--- config.mk ---
export PLATFORM = sky130hd
export DESIGN_NAME = wt_dcache_rd_miss_arb
export DESIGN_NICKNAME = d
export VERILOG_FILES = /design/src/rtl/wt_dcache_rd_miss_arb.sv
export SDC_FILE = /design/constraint.sdc
export NUM_CORES = 1
export LEC_CHECK = 0
export BUFFER_PORTS_ARGS = -buffer_cell sky130_fd_sc_hd__buf_2
export CAP_MARGIN = 40
export CORE_AREA = 2 2 288 290
export DETAILED_ROUTE_END_ITERATION = 8
export DIE_AREA = 0 0 290 292
export PLACE_DENSITY = 0.44
export SLEW_MARGIN = 10
export SYNTH_ARGS = -nofsm -noshare
export SYNTH_HDL_FRONTEND = slang
export SYNTH_SLANG_ARGS = --single-unit
--- constraint.sdc ---
create_clock -name clk_i -period 19.55 [get_ports clk_i]
set_clock_uncertainty 0.1 [all_clocks]
set_input_delay 0.9775 -clock clk_i [delete_from_list [all_inputs] [get_ports clk_i]]
set_output_delay 0.9775 -clock clk_i [all_outputs]
set_load 0.005 [all_outputs]
--- src/rtl/wt_dcache_rd_miss_arb.sv ---
// Read-miss arbiter for the write-through dcache: round-robin over the read ports,
// one MSHR per port, a single memory issue register, and return routing to the cache write port.
module wt_dcache_rd_miss_arb #(
   parameter int NumPorts  = 3,
   parameter int PlenWidth = 56,
   parameter int TagWidth  = 44,
   parameter int IdxWidth  = 8,
   parameter int OffWidth  = 4,
   parameter int SetAssoc  = 8,
   parameter int LineWidth = 128
) (
   input  logic                          clk_i,
   input  logic                          rst_i,
   input  logic [NumPorts-1:0]           miss_req_i,
   input  logic [NumPorts*PlenWidth-1:0] miss_paddr_i,
   input  logic [NumPorts*3-1:0]         miss_size_i,
   input  logic [NumPorts-1:0]           miss_nc_i,
   input  logic [NumPorts*SetAssoc-1:0]  miss_vld_bits_i,
   output logic [NumPorts-1:0]           miss_ack_o,
   output logic [NumPorts-1:0]           miss_replay_o,
   output logic [NumPorts-1:0]           miss_rtrn_vld_o,
   output logic [LineWidth-1:0]          rtrn_data_o,
   output logic                          mem_req_vld_o,
   input  logic                          mem_req_rdy_i,
   output logic [PlenWidth-1:0]          mem_req_paddr_o,
   output logic [2:0]                    mem_req_size_o,
   output logic                          mem_req_nc_o,
   output logic [$clog2(NumPorts)-1:0]   mem_req_id_o,
   input  logic                          mem_rtrn_vld_i,
   input  logic [$clog2(NumPorts)-1:0]   mem_rtrn_id_i,
   input  logic [LineWidth-1:0]          mem_rtrn_data_i,
   output logic                          wr_cl_vld_o,
   output logic [SetAssoc-1:0]           wr_cl_we_o,
   output logic [IdxWidth-1:0]           wr_cl_idx_o,
   output logic [TagWidth-1:0]           wr_cl_tag_o,
   output logic [LineWidth-1:0]          wr_cl_data_o,
   output logic                          busy_o
);
   localparam int IdW   = $clog2(NumPorts);
   localparam int WayW  = $clog2(SetAssoc);
   localparam int LineW = PlenWidth - OffWidth;

   // Handshake: a port holds miss_req_i until it sees miss_ack_o or miss_replay_o for one cycle;
   // mem_req_vld_o holds until a cycle with mem_req_rdy_i=1, which completes the transfer.

   logic [NumPorts-1:0][PlenWidth-1:0] req_paddr;
   logic [NumPorts-1:0][2:0]           req_size;
   logic [NumPorts-1:0][SetAssoc-1:0]  req_vbits;
   assign req_paddr = miss_paddr_i;
   assign req_size  = miss_size_i;
   assign req_vbits = miss_vld_bits_i;

   logic [NumPorts-1:0]            mshr_vld, mshr_nc;
   logic [NumPorts-1:0][LineW-1:0] mshr_line;
   logic [NumPorts-1:0][WayW-1:0]  mshr_way;

   logic                 iss_vld, iss_nc;
   logic [PlenWidth-1:0] iss_paddr;
   logic [2:0]           iss_size;
   logic [IdW-1:0]       iss_id;

   logic [IdW-1:0]  rr_ptr;
   logic [WayW-1:0] repl_cnt;

   logic                 gnt_vld, gnt_nc, gnt_ack, gnt_replay, coll;
   logic [IdW-1:0]       gnt_idx;
   logic [PlenWidth-1:0] gnt_paddr;
   logic [2:0]           gnt_size;
   logic [SetAssoc-1:0]  gnt_vbits;
   logic                 vict_free;
   logic [WayW-1:0]      vict;
   logic                 rtrn_hit;
   logic [NumPorts-1:0]  clr;

   function automatic logic [IdW-1:0] rr_idx(input logic [IdW-1:0] base, input int k);
      int s;
      s = (int'(base) + k) % NumPorts;
      return IdW'(s);
   endfunction

   // Descending scan so the port closest to rr_ptr overwrites the others.
   always_comb begin
      gnt_vld = 1'b0;
      gnt_idx = '0;
      for (int k = NumPorts-1; k >= 0; k--) begin
         if (miss_req_i[rr_idx(rr_ptr, k)]) begin
            gnt_vld = ~rst_i;
            gnt_idx = rr_idx(rr_ptr, k);
         end
      end
   end

   assign gnt_paddr = req_paddr[gnt_idx];
   assign gnt_size  = req_size[gnt_idx];
   assign gnt_vbits = req_vbits[gnt_idx];
   assign gnt_nc    = miss_nc_i[gnt_idx];

   assign rtrn_hit = mem_rtrn_vld_i && (int'(mem_rtrn_id_i) < NumPorts) && mshr_vld[mem_rtrn_id_i];
   assign clr      = rtrn_hit ? (NumPorts'(1) << mem_rtrn_id_i) : '0;

   // An MSHR being retired this cycle no longer blocks its line.
   always_comb begin
      coll = 1'b0;
      for (int m = 0; m < NumPorts; m++) begin
         if (mshr_vld[m] && !mshr_nc[m] && !clr[m] &&
             mshr_line[m] == gnt_paddr[PlenWidth-1:OffWidth])
            coll = 1'b1;
      end
   end

   always_comb begin
      vict_free = 1'b0;
      vict      = repl_cnt;
      for (int w = SetAssoc-1; w >= 0; w--) begin
         if (!gnt_vbits[w]) begin
            vict_free = 1'b1;
            vict      = WayW'(w);
         end
      end
   end

   assign gnt_replay = gnt_vld && !gnt_nc && coll;
   assign gnt_ack    = gnt_vld && !gnt_replay && (!iss_vld || mem_req_rdy_i);

   assign miss_ack_o    = gnt_ack    ? (NumPorts'(1) << gnt_idx) : '0;
   assign miss_replay_o = gnt_replay ? (NumPorts'(1) << gnt_idx) : '0;

   always_ff @(posedge clk_i or posedge rst_i) begin
      if (rst_i) begin
         mshr_vld  <= '0;
         mshr_nc   <= '0;
         mshr_line <= '0;
         mshr_way  <= '0;
         iss_vld   <= 1'b0;
         iss_nc    <= 1'b0;
         iss_paddr <= '0;
         iss_size  <= '0;
         iss_id    <= '0;
         rr_ptr    <= '0;
         repl_cnt  <= '0;
      end else begin
         if (iss_vld && mem_req_rdy_i) iss_vld <= 1'b0;
         if (rtrn_hit) mshr_vld[mem_rtrn_id_i] <= 1'b0;
         if (gnt_ack || gnt_replay)
            rr_ptr <= (gnt_idx == IdW'(NumPorts-1)) ? '0 : gnt_idx + 1'b1;
         if (gnt_ack) begin
            iss_vld   <= 1'b1;
            iss_nc    <= gnt_nc;
            iss_id    <= gnt_idx;
            iss_paddr <= gnt_nc ? gnt_paddr : {gnt_paddr[PlenWidth-1:OffWidth], {OffWidth{1'b0}}};
            iss_size  <= gnt_nc ? gnt_size : 3'b111;
            mshr_vld[gnt_idx]  <= 1'b1;
            mshr_nc[gnt_idx]   <= gnt_nc;
            mshr_line[gnt_idx] <= gnt_paddr[PlenWidth-1:OffWidth];
            mshr_way[gnt_idx]  <= vict;
            if (!vict_free)
               repl_cnt <= (repl_cnt == WayW'(SetAssoc-1)) ? '0 : repl_cnt + 1'b1;
         end
      end
   end

   assign mem_req_vld_o   = iss_vld;
   assign mem_req_paddr_o = iss_paddr;
   assign mem_req_size_o  = iss_size;
   assign mem_req_nc_o    = iss_nc;
   assign mem_req_id_o    = iss_id;

   assign miss_rtrn_vld_o = clr;
   assign rtrn_data_o     = rtrn_hit ? mem_rtrn_data_i : '0;
   assign wr_cl_vld_o     = rtrn_hit && !mshr_nc[mem_rtrn_id_i];
   assign wr_cl_we_o      = wr_cl_vld_o ? (SetAssoc'(1) << mshr_way[mem_rtrn_id_i]) : '0;
   assign wr_cl_idx_o     = wr_cl_vld_o ? mshr_line[mem_rtrn_id_i][IdxWidth-1:0] : '0;
   assign wr_cl_tag_o     = wr_cl_vld_o ? mshr_line[mem_rtrn_id_i][LineW-1 -: TagWidth] : '0;
   assign wr_cl_data_o    = wr_cl_vld_o ? mem_rtrn_data_i : '0;

   assign busy_o = (|mshr_vld) || iss_vld;

   assert property (@(posedge clk_i) disable iff (rst_i) (miss_req_i & mshr_vld) == '0)
      else $error("miss request from a port whose MSHR is still valid");
   assert property (@(posedge clk_i) disable iff (rst_i) mem_rtrn_vld_i |-> rtrn_hit)
      else $error("memory return to an invalid MSHR");
endmodule

==> reports/results.ini <==
[run_status]
status = finished clean

[clocking]
clk_latency_ns = 0.63
cts_setup_buffers = 0
hold_buffers = 0
clkTransAtPathRegs_ns = 0.06
cts.repair.resized = 0
tritoncts = built
clockBufferDepth = 3
ctsRootBufferMaster = clkbuf_16
cts_max_level = 1
cts_made_buffers = 31
clock_sinks = 239

[route]
routed_wirelength_um = 125800
drc = 0
detail_route.wl_per_cell_um = 34.17
avgViaCountPerCell = 5.195
dr.first_iter.drc_count = 1555
num_vias = 19124
dr.pass1.iters = 6
postRouteAntennaNets = 0

[timing]
final_hold_viol_count = 0
relSlewSlack = 0.2388
fin_crit_sh = 0.3886
rsz0062_at_grt = false
tns_ns = 0
setup_viol = 0
fmax_ghz = 0.1316
setup_ws_ns = 11.95
worst_pin_slew_ns = 1.142
period_minus_slack_ns = 7.596
maxSlewViolCount = 0

[cells_and_area]
fin_util = 0.2904
stdcell_count = 3681
fill_cells = 8791
area_growth_pct = 32.41
nNetsFinal = 2923
final_area_um2 = 23690
post_route_cells_drive_above_1_share = 0.4051

[die]
std_cell_rows = 105
initial_utilization = 0.2193
die_w_um = 290
num_io_pins = 731
core-area_um2 = 81580
dieArea_um2 = 84680
fp.dieH_um = 292

[logic_synthesis]
synth_cell_type_count = 88
ys_top_cells_by_count = 239 x dfrtp_1, 179 x nor2_1, 134 x and2_1, 133 x and3_1, 95 x mux2_2
async_flop_share = 1.000
yosys.area_share.simple = 0.2268
synth-adder-area-share = 0.002797
avgSynthCellArea_um2 = 9.286
synth-seq-cells = 239
synth_top_cell_area_share = 0.3342
syn_nets = 2272
synth.largest_area_cell = dfrtp_1
synth_area_um2 = 17890
synth_top_family_by_area = simple AND/OR/NAND/NOR gates
yosys_most_used_dff = dfrtp_1
ys.warnings.count = 0
syn_inst = 1927
yosys.area_share.xor_xnor = 0.05090
synth.most_common_cell = dfrtp_1
synth_compound_area_frac = 0.1581
synth_edf_count = 0
ys_seq_area_frac = 0.3342
yosys-top-cells-area = dfrtp_1 33%, mux2_4 6.8%, mux2_2 6.0%
synth_mux_area_frac = 0.1763

[pwr]
p_leak_nw = 11.54
p_int_mw = 2.027
clkPwrFrac = 0.154
power_switching_mw = 2.065
power.density_nw_per_um2 = 172.7
p_comb_frac = 0.597
vdd_drop_max_mv = 0.07698
power_switching_share = 0.5047
seqPwrFrac = 0.249

[placement]
place_ws_ns = 12.28
place_inst = 3615
place_area_um2 = 22580
io_buffers = 730
globalplace.congestion = 0.9963
dpl.hpwl_um = 102800

[worst_setup_path]
critPathCapture = miss_ack_o[2]
rr_worst_depth = 16
startpoint = rr_ptr[0]$_DFFE_PP0P_
worstSetupPathType = reg2out
worstSetupStartpointType = flop
worstPathMaxFanout = 50
cp.arrival_ns = 6.52
ff2ff_setup_slack_ns = 12.84
crit_path_end_kind = output port
required_ns = 18.47
rr_startpoint = rr_ptr[0]$_DFFE_PP0P_
r2r-end = mshr_line[13]$_DFFE_PP0P_

[global_route]
use_met1 = 0.3182
gr-usage-met2 = 0.5120
grt_pass1_wl_um = 166800
top_usage_layer = met2
grt_antenna_before_repair = 17
grt_max_degree = 156
grt_pass1_vias = 19089
met3_usage = 0.04453
overflow = 0
track_usage = 0.2840

[worst_hold_path]
hp-class = in2async

[job]
max-cap-violations = 0

-- layer usage --
layer,share of wire,vias to the layer above,wire (um)
li1,-,8354,-
met1,0.38,9680,47520
met2,0.50,899,63150
met3,0.051,181,6474
met4,0.068,10,8572
met5,0.00055,-,69
-- cells by family (layout without fill, tap and decap cells) --
| kind of cell | Yosys count | after routing |
|---|---|---|
| simple gates | 721 | 721 |
| compound gates | 409 | 409 |
| mux | 261 | 261 |
| flops | 239 | 239 |
| buf+inv | 189 | 864 |
| xor+xnor | 104 | 104 |
| fa+ha+maj | 4 | 4 |
| other cells | 0 | 9 |
-- worst max-delay path, stage by stage, from the launching register on --
cell and delay [ns]:
dfrtp_1 0.35, inv_1 0.06, ha_1 0.44, nor4b_4 0.33, o31a_2 0.56, buf_4 0.70, a211oi_1 0.20, o21a_1 0.25
nor4b_1 0.67, nand4_1 0.21, nor4_1 0.34, nor4bb_1 0.61, o31a_4 0.46, nor2_4 0.06, buf_4 0.33, buf_2 0.24
-- area by class of cell --
class                   instances  area (um^2)  share of cell area
clock inverters                15        207.7            0.008766
inverters                      34        135.1            0.005703
well taps                    1070         1339             0.05650
clock buffers                  42        887.1             0.03744
repair buffers                773         4039              0.1705
flip-flops and latches        239         5981              0.2524
multi-input cells            1499        11080              0.4678
diodes                          9        22.52           0.0009505
-- how the worst min path moves through the flow --
stage	slack, ns	end	start
6_report	0.38	mshr_line[61]$_DFFE_PP0P_	rst_i
5_1_grt	0.40	mem_req_paddr_o[2]$_DFFE_PP0P_	mem_req_paddr_o[2]$_DFFE_PP0P_
4_1_cts	0.39	mem_req_id_o[1]$_DFFE_PP0P_	mem_req_id_o[1]$_DFFE_PP0P_
3_5_place_dp	0.37	mem_req_id_o[1]$_DFFE_PP0P_	mem_req_id_o[1]$_DFFE_PP0P_
3_3_place_gp	0.36	mem_req_id_o[0]$_DFFE_PP0P_	mem_req_id_o[0]$_DFFE_PP0P_
2_1_floorplan	0.37	mem_req_id_o[0]$_DFFE_PP0P_	mem_req_id_o[0]$_DFFE_PP0P_
-- stage by stage --
step	hold slack, ns	power, mW
finish	0.3775	4.092
global route	0.3958	4.275
CTS	0.3868	4.090
detailed placement	0.3734	3.447
global placement	0.3630	3.419
floorplan	0.3737	2.368
-- state kept, by name, summed over array words and instances, names as in the netlist --
signal,count
rr_ptr,2
mshr_nc,3
mem_req_paddr_o,56
mem_req_size_o,3
repl_cnt,3
mshr_vld,3
mshr_line,156
mem_req_nc_o,1
mshr_way,9
mem_req_id_o,2
mem_req_vld_o,1
-- placed cells by master, fill, tap and decap left out, drive strengths merged, types with 9 or more instances in the layout --
master and n:
o21a 30, buf 773, xnor2 72, nor3 37, clkbuf 42, or4 10, nand2b 12, and2 135
a21oi 93, dfrtp 239, nor2b 12, a211oi 29, a22o 15, o21ai 93, a211o 11, nand4b 9
mux2 190, xor2 32, a21o 12, nand2 36, and3 133, nor4 23, mux2i 71, inv 37
a31oi 11, nand3 49, diode 9, nor4b 10, o2111ai 11, o32ai 20, nor2 179, nand4 38
o32a 20, a21boi 10
-- power groups by stage --
stage,logic [mW],registers (mW),clock network [mW]
global route,2.57,1.05,0.656
floorplan,1.45,0.921,0
global placement,2.41,1.01,0
detailed placement,2.43,1.02,0
finish,2.44,1.02,0.628
CTS,2.44,1.02,0.638
No activity file was read; power rests on OpenSTA's default activity.
